### src/rtl/mips_pkg.sv
// Shared MIPS-system definitions: imem geometry and the loader state encoding.
// Latency: n/a (definitions only).
// Backpressure: n/a.
package mips_pkg;

   localparam int IMEM_DEPTH  = 64;
   localparam int IMEM_ADDR_W = 6;

   // Loader FSM encoding. CSUM is only reachable when the checksum build option
   // is enabled, but it keeps its code so both builds share one encoding.
   typedef enum logic [2:0] {
      HDR_HI = 3'd0,
      HDR_LO = 3'd1,
      DATA   = 3'd2,
      WRITE  = 3'd3,
      CSUM   = 3'd4,
      DONE   = 3'd5,
      ERROR  = 3'd6
   } loader_state_e;

endpackage

### src/rtl/imem_word_pack.sv
// Packs a byte stream into 32-bit words, first byte ends up in word[31:24].
// Latency: word updates on the edge after shift; last flags the 4th byte of a word.
// Backpressure: none; the caller only pulses shift on accepted bytes.
//
// Ports:
//   clk, reset  clock and asynchronous active-high reset
//   shift       shift din into the word this cycle
//   din[7:0]    byte to shift in
//   word[31:0]  assembled word (shift register contents)
//   last        current byte index is 3, i.e. this shift completes a word
module imem_word_pack (
   input  logic        clk,
   input  logic        reset,
   input  logic        shift,
   input  logic [7:0]  din,
   output logic [31:0] word,
   output logic        last
);

   logic [1:0] idx;

   always_ff @(posedge clk or posedge reset) begin
      if (reset) begin
         word <= 32'd0;
         idx  <= 2'd0;
      end else if (shift) begin
         word <= {word[23:0], din};
         // Wraps 3 -> 0 naturally, so a completed word leaves the index ready
         // for the next one.
         idx  <= idx + 2'd1;
      end
   end

   assign last = (idx == 2'd3);

endmodule

### src/rtl/imem_loader.sv
// Boot loader: takes WCNT header + WCNT big-endian words over valid/ready,
// writes them to consecutive imem words, then releases the CPU from reset.
// Latency: imem_we one cycle after a word's 4th byte; 5 cycles/word minimum.
// Backpressure: in_ready is a pure state decode, low in WRITE/DONE/ERROR.
//
// Ports:
//   clk, reset            clock and asynchronous active-high reset
//   in_valid/in_data      byte source, transfer = in_valid & in_ready
//   in_ready              loader accepts a byte this cycle
//   imem_we/addr/wdata    registered single-cycle imem write
//   cpu_reset             1 holds the CPU in reset until the load is done
//   done / error          sticky load-complete / load-rejected flags
//
// Build option: IMEM_LOADER_CHECKSUM_EN adds a trailing mod-256 payload
// checksum byte that must match before done is raised.
module imem_loader
   import mips_pkg::*;
#(
   parameter int DEPTH  = IMEM_DEPTH,
   parameter int ADDR_W = IMEM_ADDR_W
) (
   input  logic              clk,
   input  logic              reset,
   input  logic              in_valid,
   input  logic [7:0]        in_data,
   output logic              in_ready,
   output logic              imem_we,
   output logic [ADDR_W-1:0] imem_addr,
   output logic [31:0]       imem_wdata,
   output logic              cpu_reset,
   output logic              done,
   output logic              error
);

   localparam logic [15:0] DEPTH_W = 16'(DEPTH);

   loader_state_e     state, state_n;
   logic [15:0]       cnt;
   logic [15:0]       hdr_cnt;
   logic [ADDR_W-1:0] widx;
   logic              xfer;
   logic              shift;
   logic              last_byte;
   logic              last_word;
   logic              accepting;

`ifdef IMEM_LOADER_CHECKSUM_EN
   logic [7:0]        sum;
`endif

   imem_word_pack u_pack (
      .clk   (clk),
      .reset (reset),
      .shift (shift),
      .din   (in_data),
      .word  (imem_wdata),
      .last  (last_byte)
   );

   always_comb begin
      accepting = 1'b0;
      case (state)
         HDR_HI, HDR_LO, DATA: accepting = 1'b1;
`ifdef IMEM_LOADER_CHECKSUM_EN
         CSUM:                 accepting = 1'b1;
`endif
         default:              accepting = 1'b0;
      endcase
   end

   // Gated with reset so the port reads 0 while reset is held, even though
   // the state register already sits in HDR_HI.
   assign in_ready  = accepting & ~reset;
   assign xfer      = in_valid & in_ready;
   assign shift     = xfer & (state == DATA);
   assign hdr_cnt   = {cnt[15:8], in_data};
   assign last_word = ({{(16-ADDR_W){1'b0}}, widx} == (cnt - 16'd1));

   always_comb begin
      state_n = state;
      case (state)
         HDR_HI: if (xfer) state_n = HDR_LO;
         HDR_LO: begin
            if (xfer) begin
               if (hdr_cnt > DEPTH_W)
                  state_n = ERROR;
               else if (hdr_cnt == 16'd0)
`ifdef IMEM_LOADER_CHECKSUM_EN
                  state_n = CSUM;
`else
                  state_n = DONE;
`endif
               else
                  state_n = DATA;
            end
         end
         DATA:   if (xfer && last_byte) state_n = WRITE;
         WRITE: begin
            if (last_word)
`ifdef IMEM_LOADER_CHECKSUM_EN
               state_n = CSUM;
`else
               state_n = DONE;
`endif
            else
               state_n = DATA;
         end
`ifdef IMEM_LOADER_CHECKSUM_EN
         CSUM:   if (xfer) state_n = (in_data == sum) ? DONE : ERROR;
`endif
         DONE:   state_n = DONE;
         ERROR:  state_n = ERROR;
         default: state_n = HDR_HI;
      endcase
   end

   always_ff @(posedge clk or posedge reset) begin
      if (reset) begin
         state <= HDR_HI;
      end else begin
         state <= state_n;
      end
   end

   // Output flags are registered from the next state so they line up with the
   // state they describe, without a combinational path from in_valid.
   always_ff @(posedge clk or posedge reset) begin
      if (reset) begin
         imem_we   <= 1'b0;
         done      <= 1'b0;
         error     <= 1'b0;
         cpu_reset <= 1'b1;
      end else begin
         imem_we   <= (state_n == WRITE);
         done      <= (state_n == DONE);
         error     <= (state_n == ERROR);
         cpu_reset <= (state_n != DONE);
      end
   end

   // widx doubles as imem_addr: it holds the current word's index throughout
   // WRITE and advances as WRITE is left.
   always_ff @(posedge clk or posedge reset) begin
      if (reset) begin
         cnt  <= 16'd0;
         widx <= '0;
      end else begin
         if (xfer && state == HDR_HI) cnt[15:8] <= in_data;
         if (xfer && state == HDR_LO) cnt[7:0]  <= in_data;
         if (state == WRITE)          widx      <= widx + 1'b1;
      end
   end

   assign imem_addr = widx;

`ifdef IMEM_LOADER_CHECKSUM_EN
   always_ff @(posedge clk or posedge reset) begin
      if (reset) begin
         sum <= 8'd0;
      end else if (state == HDR_HI) begin
         sum <= 8'd0;
      end else if (shift) begin
         sum <= sum + in_data;
      end
   end
`endif

endmodule

### config.mk
export PLATFORM = sky130hd
export DESIGN_NAME = imem_loader
export DESIGN_NICKNAME = d
export VERILOG_FILES = /design/src/rtl/mips_pkg.sv /design/src/rtl/imem_word_pack.sv /design/src/rtl/imem_loader.sv
export SDC_FILE = /design/constraint.sdc
export NUM_CORES = 1
export LEC_CHECK = 0
export CORE_MARGIN = 4
export CORE_UTILIZATION = 30
export DETAILED_ROUTE_END_ITERATION = 8
export SYNTH_ARGS = -nofsm -noshare
export SYNTH_HDL_FRONTEND = slang
export SYNTH_SLANG_ARGS = --single-unit
### constraint.sdc
create_clock -name clk -period 4.2 [get_ports clk]
set_input_delay 0.63 -clock clk [delete_from_list [all_inputs] [get_ports clk]]
set_output_delay 0.63 -clock clk [all_outputs]
set_load 0.03 [all_outputs]
==> metrics, run 1 <==
#FFs+latches synth 63; CP Launch Type input port; post_cts resized 0; Post-synth top flop dfrtp_1; fin crit period 2650 ps; count leader, synth dfrtp_1; First-pass DRT Iterations 4; Yosys top cell by area dfrtp_1; DP Cell Count 404; CTS tree built; clk root buf clkbuf_8; GRT Total Usage 11.6%; Yosys top cell area share 54.0%; Post-DRT Antenna Nets 0; fin worst setup slack 1550 ps; final worst-path cycle share 63.0%; RSZ-0062 raised after global routing false; CP bufs+invs 2; Worst-Skew Late Latency 340 ps; first-pass GRT wire length 10.3 mm; post-synthesis sequential area ratio 54.9%; Post-Syn Nets 239; Detailed Route Iter0 Violations 68; full die area 0.0112 mm²; crit path DAT 2020 ps; Syn Inst Count 225; endpoint class of the critical path primary output; initial antenna violation count 0; Syn Area/Cell 12.8 µm²; CTS max path bufs 2; total negative slack 0 ps; worst hold slack 484 ps; Yosys warnings 0; data required time at the worst endpoint 3570 ps; share of layout cells above drive strength 1 26.1%; Synth async-reset ratio 100%; Layout Nets 300; Critical-path top delay cell clkdlybuf4s50_1; Post-synth top cells dfrtp_1 (62), mux2_2 (50), nor2_1 (15); reg2reg start cnt[0]; DIE HEIGHT 106 µm; Cell variety after synth 44; # clock sinks 63; R2R cell count 8; Power per Cell Area 316 mW/mm²; Pwr Total 1.19 mW; Pleak 1.67 nW; cells taking the most area after synthesis dfrtp_1 (54%), mux2_2 (20%), xnor2_1 (3.0%); most used cell, CP clkdlybuf4s50_1; core area 0.00928 mm²; Max Cap Violations 0; crit-path max cell delay 660 ps; Critical Path Sink in_ready; Slew Viols, Final 0; clk slew on worst S/H paths 70 ps; Post-route DRC 0; largest net degree at the start of global routing 53; worst-margin pin slew 1060 ps; Slew headroom 29.0%; f_max 378 MHz; Wirelength per Cell 14.2 µm; flop-to-flop setup slack 1580 ps; # diodes 0; number of synthesized flops with an enable pin 0; CP Cell Sequence clkdlybuf4s50_1, nor2_1, and2_1, clkdlybuf4s50_1; fin util 40.5%; Place WS 1550 ps; Fin. Hold Viols 0; Worst Setup SP reset; Routed WL 5.96 mm; post-route design area 0.00376 mm²; total number of vias 1976; Crit Reg-Reg Endpoint state[1]; Peak VDD IR 140 µV; status finished clean; final setup fails 0; Area Growth Syn to Fin 30.9%; critical path class in -> out; RD Place Congestion 0.821; Hold Buf Count CTS 0; global route overflow 0; dpl cell area 0.00356 mm²; starting density of the core 31.0%; vias per inst 4.70; CP Depth 4; vias in the first global route 2059; dpl hpwl 4.29 mm; synthesized area 0.00287 mm²; clk_skew 8.74 ps; die width 106 µm; Final Non-Filler Cells 420; Worst Hold Class reg -> reg; port buffer count 53; CTS Buf Count 9; io pins 54; Rows 35; Top Family by Delay on Critical Path buffers and inverters; Worst Path Max Fanout 3; H-tree depth 3; Post-CTS Setup Inserts 0
-- worst reg2reg max path, delay by kind of cell, from the launching register on --
| kind | cells | cell delay, ps |
|---|---|---|
| buf+inv | 1 | 90 |
| fa+ha+maj | 1 | 250 |
| simple gates | 2 | 990 |
| flops | 1 | 450 |
| compound gates | 4 | 730 |
-- per-layer routing --
metal | up-vias | track usage [%] | share of wire [%]
li1 | 940 | - | -
met3 | 10 | 3.74 | 5.2
met2 | 50 | 19.2 | 50
met1 | 976 | 13.8 | 43
met5 | - | 0 | 0
met4 | 0 | 5.00 | 1.8
-- area by class of cell --
class,instances,area [µm²]
clock inverters,5,57.6
well taps,129,161
fillers,926,5520
inverters,5,18.8
clock buffers,11,141
repair buffers,56,553
multi-input cells,151,1250
flip-flops and latches,63,1580
-- cells in the final DEF, fill, tap and decap left out, types with 5 or more instances in the layout --
cell / count
xnor2_1: 10
clkbuf_8: 10
nor2_1: 15
dfrtp_1: 62
clkdlybuf4s50_1: 53
mux2_2: 50
nand2_1: 11
nor4_1: 5
-- kinds of logic (layout without fill, tap and decap cells) --
family | count (synthesis) | in the layout | share of synthesized area, %
flip-flops | 63 | 63 | 54.9
AND/OR/NAND/NOR | 61 | 61 | 12.0
XOR/XNOR | 12 | 12 | 3.66
AO/OA/AOI/OAI | 24 | 24 | 6.66
buffers and inverters | 11 | 77 | 1.52
adder cells (fa/ha/maj) | 3 | 3 | 1.31
multiplexers | 51 | 51 | 19.9
-- worst min-delay path by stage --
| stage | from | endpoint | slack, ps | depth (start not counted) |
|---|---|---|---|---|
| after floorplan | u_pack.idx[0] | u_pack.idx[0] | 450 | 1 |
| after global placement | u_pack.idx[0] | u_pack.idx[0] | 470 | 1 |
| after detailed placement | u_pack.idx[0] | u_pack.idx[0] | 480 | 1 |
| after CTS | u_pack.idx[0] | u_pack.idx[0] | 490 | 1 |
| after global routing | u_pack.idx[0] | u_pack.idx[0] | 510 | 1 |
| final | u_pack.idx[0] | u_pack.idx[0] | 480 | 1 |
-- report_power, final --
| part | switching (mW) | internal, mW |
|---|---|---|
| Combinational | 0.0258 | 0.0180 |
| Sequential | 0.00466 | 0.609 |
| Clock | 0.240 | 0.289 |
| Total | 0.271 | 0.917 |
-- registers in the layout, summed over array words and instances (netlist names) --
register / cells
cnt: 16
cpu_reset: 1
done: 1
error: 1
imem_addr: 6
imem_we: 1
state: 3
u_pack.idx: 2
u_pack.word: 32
(Power assumes the default switching activity.)
==> inputs of run 2 (changes only) <==
==> constraint.sdc (replaced) <==
create_clock -name clk -period 2.2 [get_ports clk]
set_input_delay 0.33 -clock clk [delete_from_list [all_inputs] [get_ports clk]]
set_output_delay 0.33 -clock clk [all_outputs]
set_load 0.03 [all_outputs]
==> run 2 against run 1 <==
  * The flow now finishes with violations (negative setup slack)
  * Sequential share of layout area decreased by 2.8 points
  * Power increased by 100%
  * Worst setup slack got worse by 1600 ps
  * Clock-buffer cell count decreased by 1
  * Via count increased by 6.3%
  * Largest cell class unchanged
==> metrics, run 2 (synthesis gave the netlist of run 1 again) <==
status finished, violations left; failing checks negative setup slack; CTS max path bufs 2; combinational share of power 4.1%; Psw 0.536 mW; Layout Nets 327; largest net degree at the start of global routing 64; core area 0.00928 mm²; final worst-path cycle share 101%; most frequent cells in the layout dfrtp_1 (61), clkdlybuf4s50_1 (52), mux2_2 (50), buf_4 (28), nor2_1 (15); crit path DAT 2440 ps; RD Place Congestion 0.840; crit-path max cell delay 590 ps; die width 106 µm; initial antenna violation count 0; clk_skew 8.59 ps; Crit Reg-Reg Endpoint state[1]; worst-margin pin slew 502 ps; Biggest register u_pack.word; Routed WL 6.21 mm; Slew Viols, Final 0; # clock sinks 63; starting density of the core 31.0%; register share of total power 49.0%; critical path class reg -> reg; Fin. Hold Viols 0; R2R cell count 6; Area Growth Syn to Fin 40.5%; fin crit period 2210 ps; io pins 54; DIE HEIGHT 106 µm; CP Launch Type flop; H-tree depth 3; final setup fails 1; port buffer count 53; Worst Setup SP cnt[0]; Largest register FFs 32; Worst Hold Class in -> async; Power per Cell Area 592 mW/mm²; clk root buf clkbuf_8; Pleak 1.85 nW; fin worst setup slack -12.4 ps; total negative slack -12.4 ps; Wirelength per Cell 13.9 µm; flop-to-flop setup slack -10 ps; Critical-path top delay cell or4_4; Slew headroom 66.0%; Hold Buf Count CTS 0; # diodes 0; Int Pwr 1.85 mW; switching share of power 22.4%; part of the power in the clock network 46.9%; CP Cell Sequence or4_4, nor4b_4, o221ai_2, a2111oi_4, a21oi_1, a211o_1; dpl cell area 0.00378 mm²; Worst-Skew Late Latency 340 ps; First-pass DRT Iterations 4; Post-route DRC 0; CTS tree built; full die area 0.0112 mm²; global route overflow 0; clk slew on worst S/H paths 70 ps; data required time at the worst endpoint 2420 ps; f_max 452 MHz; vias in the first global route 2144; share of layout cells above drive strength 1 34.0%; Max Cap Violations 0; Rows 35; post-route design area 0.00404 mm²; reg2reg start cnt[0]; first-pass GRT wire length 10.7 mm; vias per inst 4.70; commonest non-fill, non-tap cell in the layout dfrtp_1; total number of vias 2100; dpl hpwl 4.52 mm; RSZ-0062 raised after global routing true; endpoint class of the critical path flop; CTS Buf Count 9; Pwr Total 2.39 mW; Worst Path Max Fanout 4; GRT Total Usage 11.9%; Post-DRT Antenna Nets 0; Detailed Route Iter0 Violations 100; Peak VDD IR 297 µV
## run 2: cell count changes in the layout (fill, tap and decap cells not counted), sizes merged
| cell | previous run | this run |
|---|---|---|
| clkinvlp | 3 | 2 |
| clkdlybuf4s50 | 53 | 52 |
| clkbuf | 11 | 10 |
| clkinv | 1 | 0 |
| buf | 3 | 31 |
| inv | 5 | 7 |
| bufinv | 1 | 2 |
## run 2: routing by layer
metal	up-vias	GRT usage, %	part of all wire, %
met1	1034	15.3	45
met4	0	6.85	2.9
met5	-	0	0
met2	56	18.5	47
met3	15	2.51	4.5
li1	995	-	-
## run 2: timing repair
action	CTS	global route
pin swaps	1	0
endpoints found under the setup margin	5	5
buffers inserted	4	0
gates resized for setup	3	0
## run 2: critical path: cells and delay by family (launching register included)
kind | cells | cell delay (ps)
AND/OR/NAND/NOR | 2 | 840
flip-flops | 1 | 420
AO/OA/AOI/OAI | 4 | 840
## run 2: worst max path at each step
| stage | depth (start not counted) | endpoint | slack [ps] |
|---|---|---|---|
| floorplan | 7 | state[1] | 10 |
| global placement | 9 | state[1] | -70 |
| detailed placement | 6 | state[1] | -140 |
| CTS | 6 | state[1] | -20 |
| global route | 6 | state[1] | -160 |
| finish | 6 | state[1] | -10 |
## run 2: power groups by stage
stage	clock network (mW)	logic [mW]	registers, mW
after floorplan	0	0.0455	1.19
after global placement	0	0.0989	1.19
after detailed placement	0	0.100	1.19
after CTS	1.16	0.100	1.17
after global routing	1.21	0.110	1.17
final	1.12	0.0973	1.17
## run 2: area by class of cell
class,count,area [µm²]
clock buffer,10,128
clock inverter,6,92.6
fill,911,5250
inverter,5,18.8
multi-input combinational,151,1270
sequential,63,1580
tap,129,161
timing repair buffer,83,791
## run 2: through the flow
step	util (%)	setup slack [ps]	cells	hold slack [ps]
6_report	43.5	-12.4	447	405
2_1_floorplan	-	11.1	225	453
5_1_grt	43.5	-158	447	476
3_3_place_gp	40.7	-65.2	427	467
3_5_place_dp	40.7	-139	427	482
4_1_cts	43.5	-17.7	447	417
